==> src/rtl/dma_bus_arbiter.sv <==
// Round-robin arbiter sharing the Z80 bus-master slot between up to four DMA masters.
// Optional DMA_ARB_KEEPBUS_EN keeps the bus across back-to-back masters via a HANDOVER cycle.
module dma_bus_arbiter #(
  parameter int NREQ    = 2,
  parameter int CPU_GAP = 4
) (
  input  logic                 clk,
  input  logic                 rst,
  input  logic [NREQ-1:0]      req,
  output logic [NREQ-1:0]      m_busak_n,
  input  logic [16*NREQ-1:0]   m_a,
  input  logic [8*NREQ-1:0]    m_dout,
  input  logic [NREQ-1:0]      m_mreq_n,
  input  logic [NREQ-1:0]      m_iorq_n,
  input  logic [NREQ-1:0]      m_rd_n,
  input  logic [NREQ-1:0]      m_wr_n,
  output logic                 busrq_n,
  input  logic                 busak_n,
  output logic [15:0]          bus_a,
  output logic [7:0]           bus_dout,
  output logic                 bus_mreq_n,
  output logic                 bus_iorq_n,
  output logic                 bus_rd_n,
  output logic                 bus_wr_n
);

`ifdef DMA_ARB_KEEPBUS_EN
  typedef enum logic [2:0] {IDLE, REQ, GRANT, RELEASE, GAP, HANDOVER} state_t;
`else
  typedef enum logic [2:0] {IDLE, REQ, GRANT, RELEASE, GAP} state_t;
`endif

  localparam logic [2:0] GAP_MAX  = 3'(CPU_GAP);
  localparam logic [2:0] GAP_LAST = 3'((CPU_GAP > 0) ? CPU_GAP - 1 : 0);

  state_t      state;
  logic [1:0]  owner;
  logic [1:0]  last;
  logic [2:0]  gapcnt;
  logic [3:0]  busak_q;
  logic        bus_en;

  // Masters padded to four slots so owner can index directly; absent slots look idle.
  logic [3:0]  req_w, mreq_w, iorq_w, rd_w, wr_w;
  logic [15:0] a_arr [4];
  logic [7:0]  d_arr [4];
  logic        any_req;

  for (genvar i = 0; i < 4; i++) begin : g_pad
    if (i < NREQ) begin : g_real
      assign req_w[i]  = req[i];
      assign mreq_w[i] = m_mreq_n[i];
      assign iorq_w[i] = m_iorq_n[i];
      assign rd_w[i]   = m_rd_n[i];
      assign wr_w[i]   = m_wr_n[i];
      assign a_arr[i]  = m_a[16*i +: 16];
      assign d_arr[i]  = m_dout[8*i +: 8];
    end else begin : g_absent
      assign req_w[i]  = 1'b0;
      assign mreq_w[i] = 1'b1;
      assign iorq_w[i] = 1'b1;
      assign rd_w[i]   = 1'b1;
      assign wr_w[i]   = 1'b1;
      assign a_arr[i]  = 16'h0000;
      assign d_arr[i]  = 8'h00;
    end
  end

  assign any_req = |req_w;

  function automatic logic [1:0] rr_pick(input logic [3:0] r, input logic [1:0] from);
    logic [1:0] w;
    logic       found;
    int         idx;
    w     = from;
    found = 1'b0;
    for (int k = 1; k <= NREQ; k++) begin
      idx = (int'(from) + k) % NREQ;
      if (!found && r[2'(idx)]) begin
        w     = 2'(idx);
        found = 1'b1;
      end
    end
    return w;
  endfunction

  function automatic logic [3:0] grant_n(input logic [1:0] o);
    logic [3:0] g;
    g    = 4'b1111;
    g[o] = 1'b0;
    return g;
  endfunction

  function automatic logic [2:0] sat_inc(input logic [2:0] c);
    return (c >= GAP_MAX) ? c : c + 3'd1;
  endfunction

  always_ff @(posedge clk or posedge rst) begin
    if (rst) begin
      state   <= IDLE;
      owner   <= 2'd0;
      last    <= 2'(NREQ - 1);
      gapcnt  <= 3'd0;
      busrq_n <= 1'b1;
      busak_q <= 4'b1111;
      bus_en  <= 1'b0;
    end else begin
      case (state)
        IDLE: begin
          if (any_req) begin
            busrq_n <= 1'b0;
            state   <= REQ;
          end
        end
        REQ: begin
          if (!busak_n) begin
            if (any_req) begin
              owner   <= rr_pick(req_w, last);
              busak_q <= grant_n(rr_pick(req_w, last));
              bus_en  <= 1'b1;
              state   <= GRANT;
            end else begin
              busrq_n <= 1'b1;
              state   <= RELEASE;
            end
          end
        end
        GRANT: begin
          // A CPU that takes the bus back wins over the owner.
          if (busak_n) begin
            last    <= owner;
            busak_q <= 4'b1111;
            bus_en  <= 1'b0;
            busrq_n <= 1'b1;
            state   <= RELEASE;
          end else if (!req_w[owner]) begin
            last    <= owner;
            busak_q <= 4'b1111;
            bus_en  <= 1'b0;
`ifdef DMA_ARB_KEEPBUS_EN
            if (any_req) begin
              state <= HANDOVER;
            end else begin
              busrq_n <= 1'b1;
              state   <= RELEASE;
            end
`else
            busrq_n <= 1'b1;
            state   <= RELEASE;
`endif
          end
        end
        RELEASE: begin
          if (busak_n) begin
            gapcnt <= 3'd0;
            if (CPU_GAP == 0) state <= IDLE;
            else              state <= GAP;
          end
        end
        GAP: begin
          gapcnt <= sat_inc(gapcnt);
          if (gapcnt == GAP_LAST) state <= IDLE;
        end
`ifdef DMA_ARB_KEEPBUS_EN
        HANDOVER: begin
          if (busak_n || !any_req) begin
            busrq_n <= 1'b1;
            state   <= RELEASE;
          end else begin
            owner   <= rr_pick(req_w, last);
            busak_q <= grant_n(rr_pick(req_w, last));
            bus_en  <= 1'b1;
            state   <= GRANT;
          end
        end
`endif
        default: state <= IDLE;
      endcase
    end
  end

  assign m_busak_n  = busak_q[NREQ-1:0];
  assign bus_a      = bus_en ? a_arr[owner]  : 16'h0000;
  assign bus_dout   = bus_en ? d_arr[owner]  : 8'h00;
  assign bus_mreq_n = bus_en ? mreq_w[owner] : 1'b1;
  assign bus_iorq_n = bus_en ? iorq_w[owner] : 1'b1;
  assign bus_rd_n   = bus_en ? rd_w[owner]   : 1'b1;
  assign bus_wr_n   = bus_en ? wr_w[owner]   : 1'b1;

endmodule

==> config.mk <==
export PLATFORM = sky130hd
export DESIGN_NAME = dma_bus_arbiter
export DESIGN_NICKNAME = d
export VERILOG_FILES = /design/src/rtl/dma_bus_arbiter.sv
export SDC_FILE = /design/constraint.sdc
export NUM_CORES = 1
export LEC_CHECK = 0
export CORE_ASPECT_RATIO = 1.2
export CORE_MARGIN = 2
export CORE_UTILIZATION = 30
export CTS_CLUSTER_SIZE = 25
export DETAILED_ROUTE_END_ITERATION = 10
export GPL_ROUTABILITY_DRIVEN = 0
export PLACE_DENSITY = 0.75
export SKIP_LAST_GASP = 1
export SYNTH_ARGS = -nofsm -noshare
export SYNTH_HDL_FRONTEND = slang
export SYNTH_SLANG_ARGS = --single-unit
==> constraint.sdc <==
create_clock -name clk -period 3.15 [get_ports clk]
set_input_delay 0.4725 -clock clk [delete_from_list [all_inputs] [get_ports clk]]
set_output_delay 0.4725 -clock clk [all_outputs]
set_load 0.05 [all_outputs]
# Word level (Yosys, flattened, before mapping)
# Index checks and enable logic that the tools add are counted.
classes:
  n_mux: 68
  n_lt_le_gt_ge: 7
  n_reduce_logical: 14
  n_eq_ne: 14
  n_bitwise: 5
  n_addsub: 3
op_table:
  columns: ["operator", "count"]
  rows:
  - ["2-to-1 mux 16 bit", 3]
  - ["binary-select mux 16 bit (select 2 bit)", 1]
  - ["2-to-1 mux 1 bit", 28]
  - ["2-to-1 mux 3 bit", 8]
  - ["2-to-1 mux 8 bit", 3]
  - ["2-to-1 mux 2 bit", 11]
  - ["binary-select mux 8 bit (select 2 bit)", 1]
  - ["!= test 2 bit (second input constant)", 8]
  - ["case mux 3 bit (5 select lines)", 1]
  - ["binary-select mux 1 bit (select 2 bit)", 7]
  - ["AND reduction 5 bit", 2]
  - ["== test 3 x 2 -> 1 bit (second input constant)", 3]
  - ["less-than comparator 2 x 4 -> 1 bit (second input constant)", 2]
  - ["greater-or-equal comparator 3 bit (second input constant)", 2]
  - ["less-than comparator 2 x 3 -> 1 bit (second input constant)", 2]
  - ["case mux 3 bit (2 select lines)", 1]
  - ["AND reduction 3 bit", 2]
  - ["case mux 2 bit (2 select lines)", 1]
  - ["AND reduction 4 bit", 1]
  - ["nonzero test 2 bit", 2]
  - ["adder 3 x 1 -> 3 bit (second input constant)", 1]
  - ["== test 3 x 1 -> 1 bit (second input constant)", 1]
  - ["== test 3 bit (second input constant)", 1]
  - ["zero test 3 bit", 1]
  - ["other kinds (15)", 18]
totals:
  wordCells: 118
  in_bits: 61
  reg_bits: 14
  out_inout_bits: 31

# Logic depth before layout (Yosys ltp)
# Gate-level depths: netlist (run 1).
logic_depth:
  ltp_word: 23
  depth_mapped: 4
  ltp_nobuf: 3

# Worst setup path after synthesis (run 1)
# No wires, ideal clock.
synth_path:
  kind: "register to output"
  startpoint: "register owner[1]"
  endpoint: "output port bus_a[10]"
  arrival_ns: 1.530
  t_required_ns: 2.677
  stages_incl_launch_ff: 5
  slack_ns: 1.148
  path_buffers: 2
  cell_sequence: "dfrtp_1 nand2b_1 clkbuf_1 buf_2 nor2_1"
synth_between:
  elab_chain_len: 5
synth_rtl:
  columns: ["item", "line", "rtl"]
  rows:
  - ["start: declaration", "37", "logic [1:0] owner;"]
  - ["start signal: assignment", "118", "owner <= rr_pick(req_w, last);"]
  - ["inverter 2 -> 3 bit (not written as such)", "183", "assign bus_a = bus_en ? a_arr[owner] : 16'h0000;"]
  - ["binary-select mux 16 bit (select 2 bit)", "183", null]
  - ["2-to-1 mux 16 bit (not written as such) (2 in a row)", "183", null]
  - ["2-to-1 mux 16 bit", "183", null]
  - ["end: declaration", "19", "output logic [15:0] bus_a,"]
# Every way passes these cells. The select of a mux whose other input is x is not followed.

# Worst setup path in the final report (run 1)
layout_path:
  startpoint: "register owner[1]"
  endpoint: "output port bus_a[1]"
# The elaborated chain is that of the path after synthesis.

==> flow_summary.toml, run 1 <==
[placement]
io_buffer_count = 91
dp_hpwl_um = 2670
pre_cts_ws_ns = 1.15

[critical_path]
crit_fanout = 24
slowest_delay_ns = 0.69
path_class = "register to output port"
cp_top_family = "simple AND/OR/NAND/NOR gates"
start_kind = "register"
cp.required_ns = 2.68
path_buf_inv = 1
crit_arrival_ns = 1.72
cp_cell_sequence = "nand2b_1 -> nor2_1 -> buf_4"
end_kind = "output port"
cpMaxStageDelayCell = "nand2b_1"

[power]
p_int_mw = 0.816
powerDensity_nw_per_um2 = 882
leakage_nw = 0.885
power.switching_mw = 0.959
clkPwrFrac = 0.080
vdd_drop_max_uv = 549
comb_power_share = 0.731
pwr-share-seq = 0.189
switching_share = 0.540

[cts]
root_buffer = "clkbuf_8"
cts.sinks = 13
cts_resized = 0
path_clk_slew_ns = 0.05
clk_latency_ns = 0.23
postCtsSetupBuffers = 0
cts_buffers = 3
cts_tree = "yes"
htree_num_levels = 1
cts_max_path_buffers = 2
hold_buffers = 0

[sta]
period_share = 0.695
skew_ns = 0.00160
maxSlewViolCount = 0
rsz0062_at_grt = "no"
hold_viol_final = 0
setup_viol = 0
fin_ws_ns = 0.961
period_needed_ns = 2.19
tns_ns = 0
worstMarginPinSlew_ns = 0.842
fmax_ghz = 0.457
relSlewSlack = 0.438

[synthesis]
synth-simple-area-share = 0.218
synth_edf_count = 0
async_reset_ff_frac = 1.00
synthMuxAreaShare = 0.296
synthFlopType = "dfrtp_1"
syn_inst = 127
synth_cell_types = 29
syn-cell-area_um2 = 1120
synth_top_family_by_area = "multiplexers"
synth_fa_ha_area_frac = 0.0224
ys.warnings.count = 0
synth-compound-area-share = 0.109
yosysSeqAreaShare = 0.295
syn-num-nets = 190
synth_xor_area_frac = 0
ys_seq_elements = 13
synth.avg_cell_area_um2 = 8.81

[route]
dr_wl_met3_um = 342
wire_per_inst_um = 13.1
top_layer_used = "met4"
drt-met1-wl_um = 1270
drt-total-wl_um = 3300
via_per_inst = 4.95
route.detailed.drc = 0
drt_iter0_drc = 57
drtAntennaViolNets = 0
via_count = 1252
wl_met2_um = 1650
dr.pass1.iters = 4

[global_route]
grt-ovfl-total = 0
antenna_found_initial = 0
grt_pass1_wl_um = 5270
track_usage = 0.153
grt_pass1_vias = 1195
grt_max_degree = 25

[status]
status = "finished, final reports clean"

[cells_and_area]
layout-drive-gt1-share = 0.192
fill_cells = 331
diodes = 0
area_delta_synth_final_pct = 80.0
layout_common_cells = "clkdlybuf4s50_1, mux2i_1, buf_4, nor2_1, dfrtp_1"
postLayoutCoreUtil = 0.559
fin_nets = 278
final_common_cell = "clkdlybuf4s50_1"

[die]
die_area_um2 = 4230
core_um2 = 3600
fp.dieW_um = 59.7
io_pins = 92
start_util = 0.310
rows = 24
dieHeight_um = 70.9

[min_path]
hold_path_class = "register to register"

[run]
cap_violations = 0
==> metal layers <==
| layer | track usage | up-vias |
|---|---|---|
| met5 | 0 | - |
| met4 | 0.0247 | 0 |
| met3 | 0.0329 | 6 |
| met2 | 0.272 | 63 |
| met1 | 0.190 | 564 |
| li1 | - | 619 |
==> cell families after synthesis <==
family | count (synthesis)
flops | 13
mux | 33
simple gates | 49
fa+ha+maj | 2
buf+inv | 13
compound gates | 17
==> state kept, by name (all words and copies together) (netlist names) <==
register	count
state	3
owner	2
gapcnt	3
busak_q	2
bus_en	1
busrq_n	1
last	1
==> power groups by stage <==
stage               Combinational, mW  Clock, mW  Sequential [mW]
floorplan                       0.958          0            0.338
global placement                 1.30          0            0.337
detailed placement               1.31          0            0.337
CTS                              1.31      0.146            0.335
global route                     1.39      0.157            0.353
finish                           1.30      0.142            0.335
==> worst paths after layout <==
| kind | startpoint | end | slack (ns) | cells after the start |
|---|---|---|---|---|
| max | owner[1] | bus_a[1] | 0.96 | 3 |
| min | busrq_n | busrq_n | 0.54 | 2 |
| max reg2reg | owner[0] | last[0] | 1.61 | 4 |
| min reg2reg | busrq_n | busrq_n | 0.54 | 2 |
| max in group asynchronous | rst | last[0] | 2.25 | 2 |
| min in group asynchronous | rst | owner[1] | 0.56 | 2 |
==> layout make-up <==
class	count	area, µm²	share of cell area
clock buffer	4	45.0	0.0224
timing repair buffer	93	856	0.425
tap	39	48.8	0.0242
sequential	13	330	0.164
multi-input combinational	101	722	0.359
inverter	3	11.3	0.00559
==> synthesized netlist by cell type (2+ instances only) <==
master,instances,area share
mux2i_1,32,0.29
inv_1,3,0.010
dfrtp_1,9,0.20
nand2b_1,4,0.022
dfstp_2,4,0.094
nand2_1,8,0.027
buf_2,8,0.036
ha_1,2,0.022
a21oi_1,6,0.027
nor2_1,27,0.091
nor4_1,2,0.011
a32oi_1,2,0.016
o21ai_0,4,0.018
==> worst min-delay path, stage by stage (launching register included) <==
cell and delay (ns):
dfstp_2 0.36, a21oi_1 0.10, a21oi_1 0.07
==> per-stage QoR <==
step           total power [mW]  area [µm²]  hold slack, ns  cells
2_1_floorplan              1.30        1120           0.347    127
3_3_place_gp               1.64        1970           0.528    249
3_5_place_dp               1.65        1970           0.532    249
4_1_cts                    1.80        2010           0.544    253
5_1_grt                    1.90        2010           0.577    253
6_report                   1.78        2010           0.541    253
No activity file was read; power rests on OpenSTA's default activity.
==> inputs of run 2 (changes only) <==
--- a/config.mk
+++ b/config.mk
@@ -7,11 +7,11 @@
 export LEC_CHECK = 0
 export CORE_ASPECT_RATIO = 1.2
 export CORE_MARGIN = 2
-export CORE_UTILIZATION = 30
+export CORE_UTILIZATION = 29
 export CTS_CLUSTER_SIZE = 25
 export DETAILED_ROUTE_END_ITERATION = 10
 export GPL_ROUTABILITY_DRIVEN = 0
-export PLACE_DENSITY = 0.75
+export PLACE_DENSITY = 0.76
 export SKIP_LAST_GASP = 1
 export SYNTH_ARGS = -nofsm -noshare
 export SYNTH_HDL_FRONTEND = slang
==> constraint.sdc (replaced) <==
create_clock -name clk -period 1.9 [get_ports clk]
set_input_delay 0.285 -clock clk [delete_from_list [all_inputs] [get_ports clk]]
set_output_delay 0.285 -clock clk [all_outputs]
set_load 0.05 [all_outputs]
==> flow_summary.toml, run 2 (synthesis results as in run 1) <==
[power]
vdd_drop_max_uv = 951
leakage_nw = 1.00
powerDensity_nw_per_um2 = 1500

[cells_and_area]
design_area_um2 = 2400
multi_input_area_um2 = 722
seqCellArea_um2 = 330
layout_common_cells = "clkdlybuf4s50_1, mux2i_1, buf_12, nor2_1, dfrtp_1"
layout-drive-gt1-share = 0.213
fill_cells = 314
fin_nets = 280
reg.largest.list = "gapcnt x3, state x3"
area_delta_synth_final_pct = 115
postLayoutCoreUtil = 0.655
final_common_cell = "clkdlybuf4s50_1"
diodes = 0

[global_route]
grt_max_degree = 25
antenna_found_initial = 0
track_usage = 0.164
grt-ovfl-total = 0
grt_pass1_wl_um = 5580
grt_pass1_vias = 1201

[cts]
clk_latency_ns = 0.24
cts_tree = "yes"
hold_buffers = 0
cts_buffers = 3
htree_num_levels = 1
cts_resized = 0
cts_max_path_buffers = 2
path_clk_slew_ns = 0.05
postCtsSetupBuffers = 0
root_buffer = "clkbuf_8"
cts.sinks = 13

[critical_path]
r2r_end = "owner[0]"
cp.required_ns = 1.62
r2r_setup_slack_ns = 0.39
start_kind = "register"
r2r_start = "state[2]"
end_kind = "output port"
reg2reg_depth = 3
path_class = "register to output port"
crit_fanout = 21
crit_arrival_ns = 1.49

[placement]
placedInstanceArea_um2 = 2350
io_buffer_count = 91
dp_hpwl_um = 2980

[die]
io_pins = 92
dieHeight_um = 72.0
start_util = 0.305
core_um2 = 3660
die_area_um2 = 4370
rows = 24
fp.dieW_um = 60.7

[min_path]
hold_path_class = "primary input to asynchronous set/reset pin"

[route]
via_per_inst = 4.66
wire_per_inst_um = 13.4
drtAntennaViolNets = 0
route.detailed.drc = 0
dr.pass1.iters = 3
drt_iter0_drc = 18
via_count = 1250
drt-total-wl_um = 3600

[sta]
rsz0062_at_grt = "no"
relSlewSlack = 0.667
period_needed_ns = 1.77
period_share = 0.933
fmax_ghz = 0.564
setup_viol = 0
skew_ns = 0.00283
worstMarginPinSlew_ns = 0.500
maxSlewViolCount = 0
tns_ns = 0
hold_viol_final = 0

[status]
status = "finished, final reports clean"

[run]
cap_violations = 0
## run 2: worst max-delay path, stage by stage (launching register included)
cell and delay, ns:
dfrtp_1 0.53, buf_12 0.24, mux2i_1 0.21, nor2_1 0.09
buf_12 0.16
## run 2: how the worst max path moves through the flow
stage | from | to | slack [ns] | cells after the start
after CTS | owner[0] | bus_dout[7] | 0.10 | 4
after global placement | busak_n | owner[0] | 0.18 | 4
after floorplan | owner[1] | bus_a[10] | 0.09 | 4
final | owner[0] | bus_dout[7] | 0.13 | 4
after global routing | owner[0] | bus_dout[2] | 0.003 | 4
after detailed placement | busak_n | owner[0] | 0.14 | 4
## run 2: power breakdown
group          switching, mW  leakage [nW]  internal [mW]
combinational           1.47         0.820           1.31
clock                 0.0978        0.0228          0.148
sequential             0.174         0.159          0.411
total                   1.74          1.00           1.87
## run 2: area by class of cell
type                       count  share of cell area
tap                           52              0.0271
multi-input combinational    101               0.301
timing repair buffer          95               0.511
inverter                       3             0.00469
sequential                    13               0.138
clock buffer                   4              0.0188
## run 2: stage by stage
stage	worst slack (ns)	hold WS, ns	std cells	power, mW
after floorplan	0.0850	0.159	127	2.15
after global placement	0.177	0.525	264	3.35
after detailed placement	0.140	0.543	264	3.38
after CTS	0.104	0.402	268	3.64
after global routing	0.00317	0.447	268	3.78
final	0.128	0.380	268	3.60
## run 2: per-layer routing
| metal | vias to the layer above | track usage | share of wire |
|---|---|---|---|
| li1 | 626 | - | - |
| met4 | 0 | 0.0435 | 0.011 |
| met1 | 568 | 0.186 | 0.36 |
| met2 | 51 | 0.301 | 0.55 |
| met5 | - | 0 | 0 |
| met3 | 5 | 0.0374 | 0.082 |
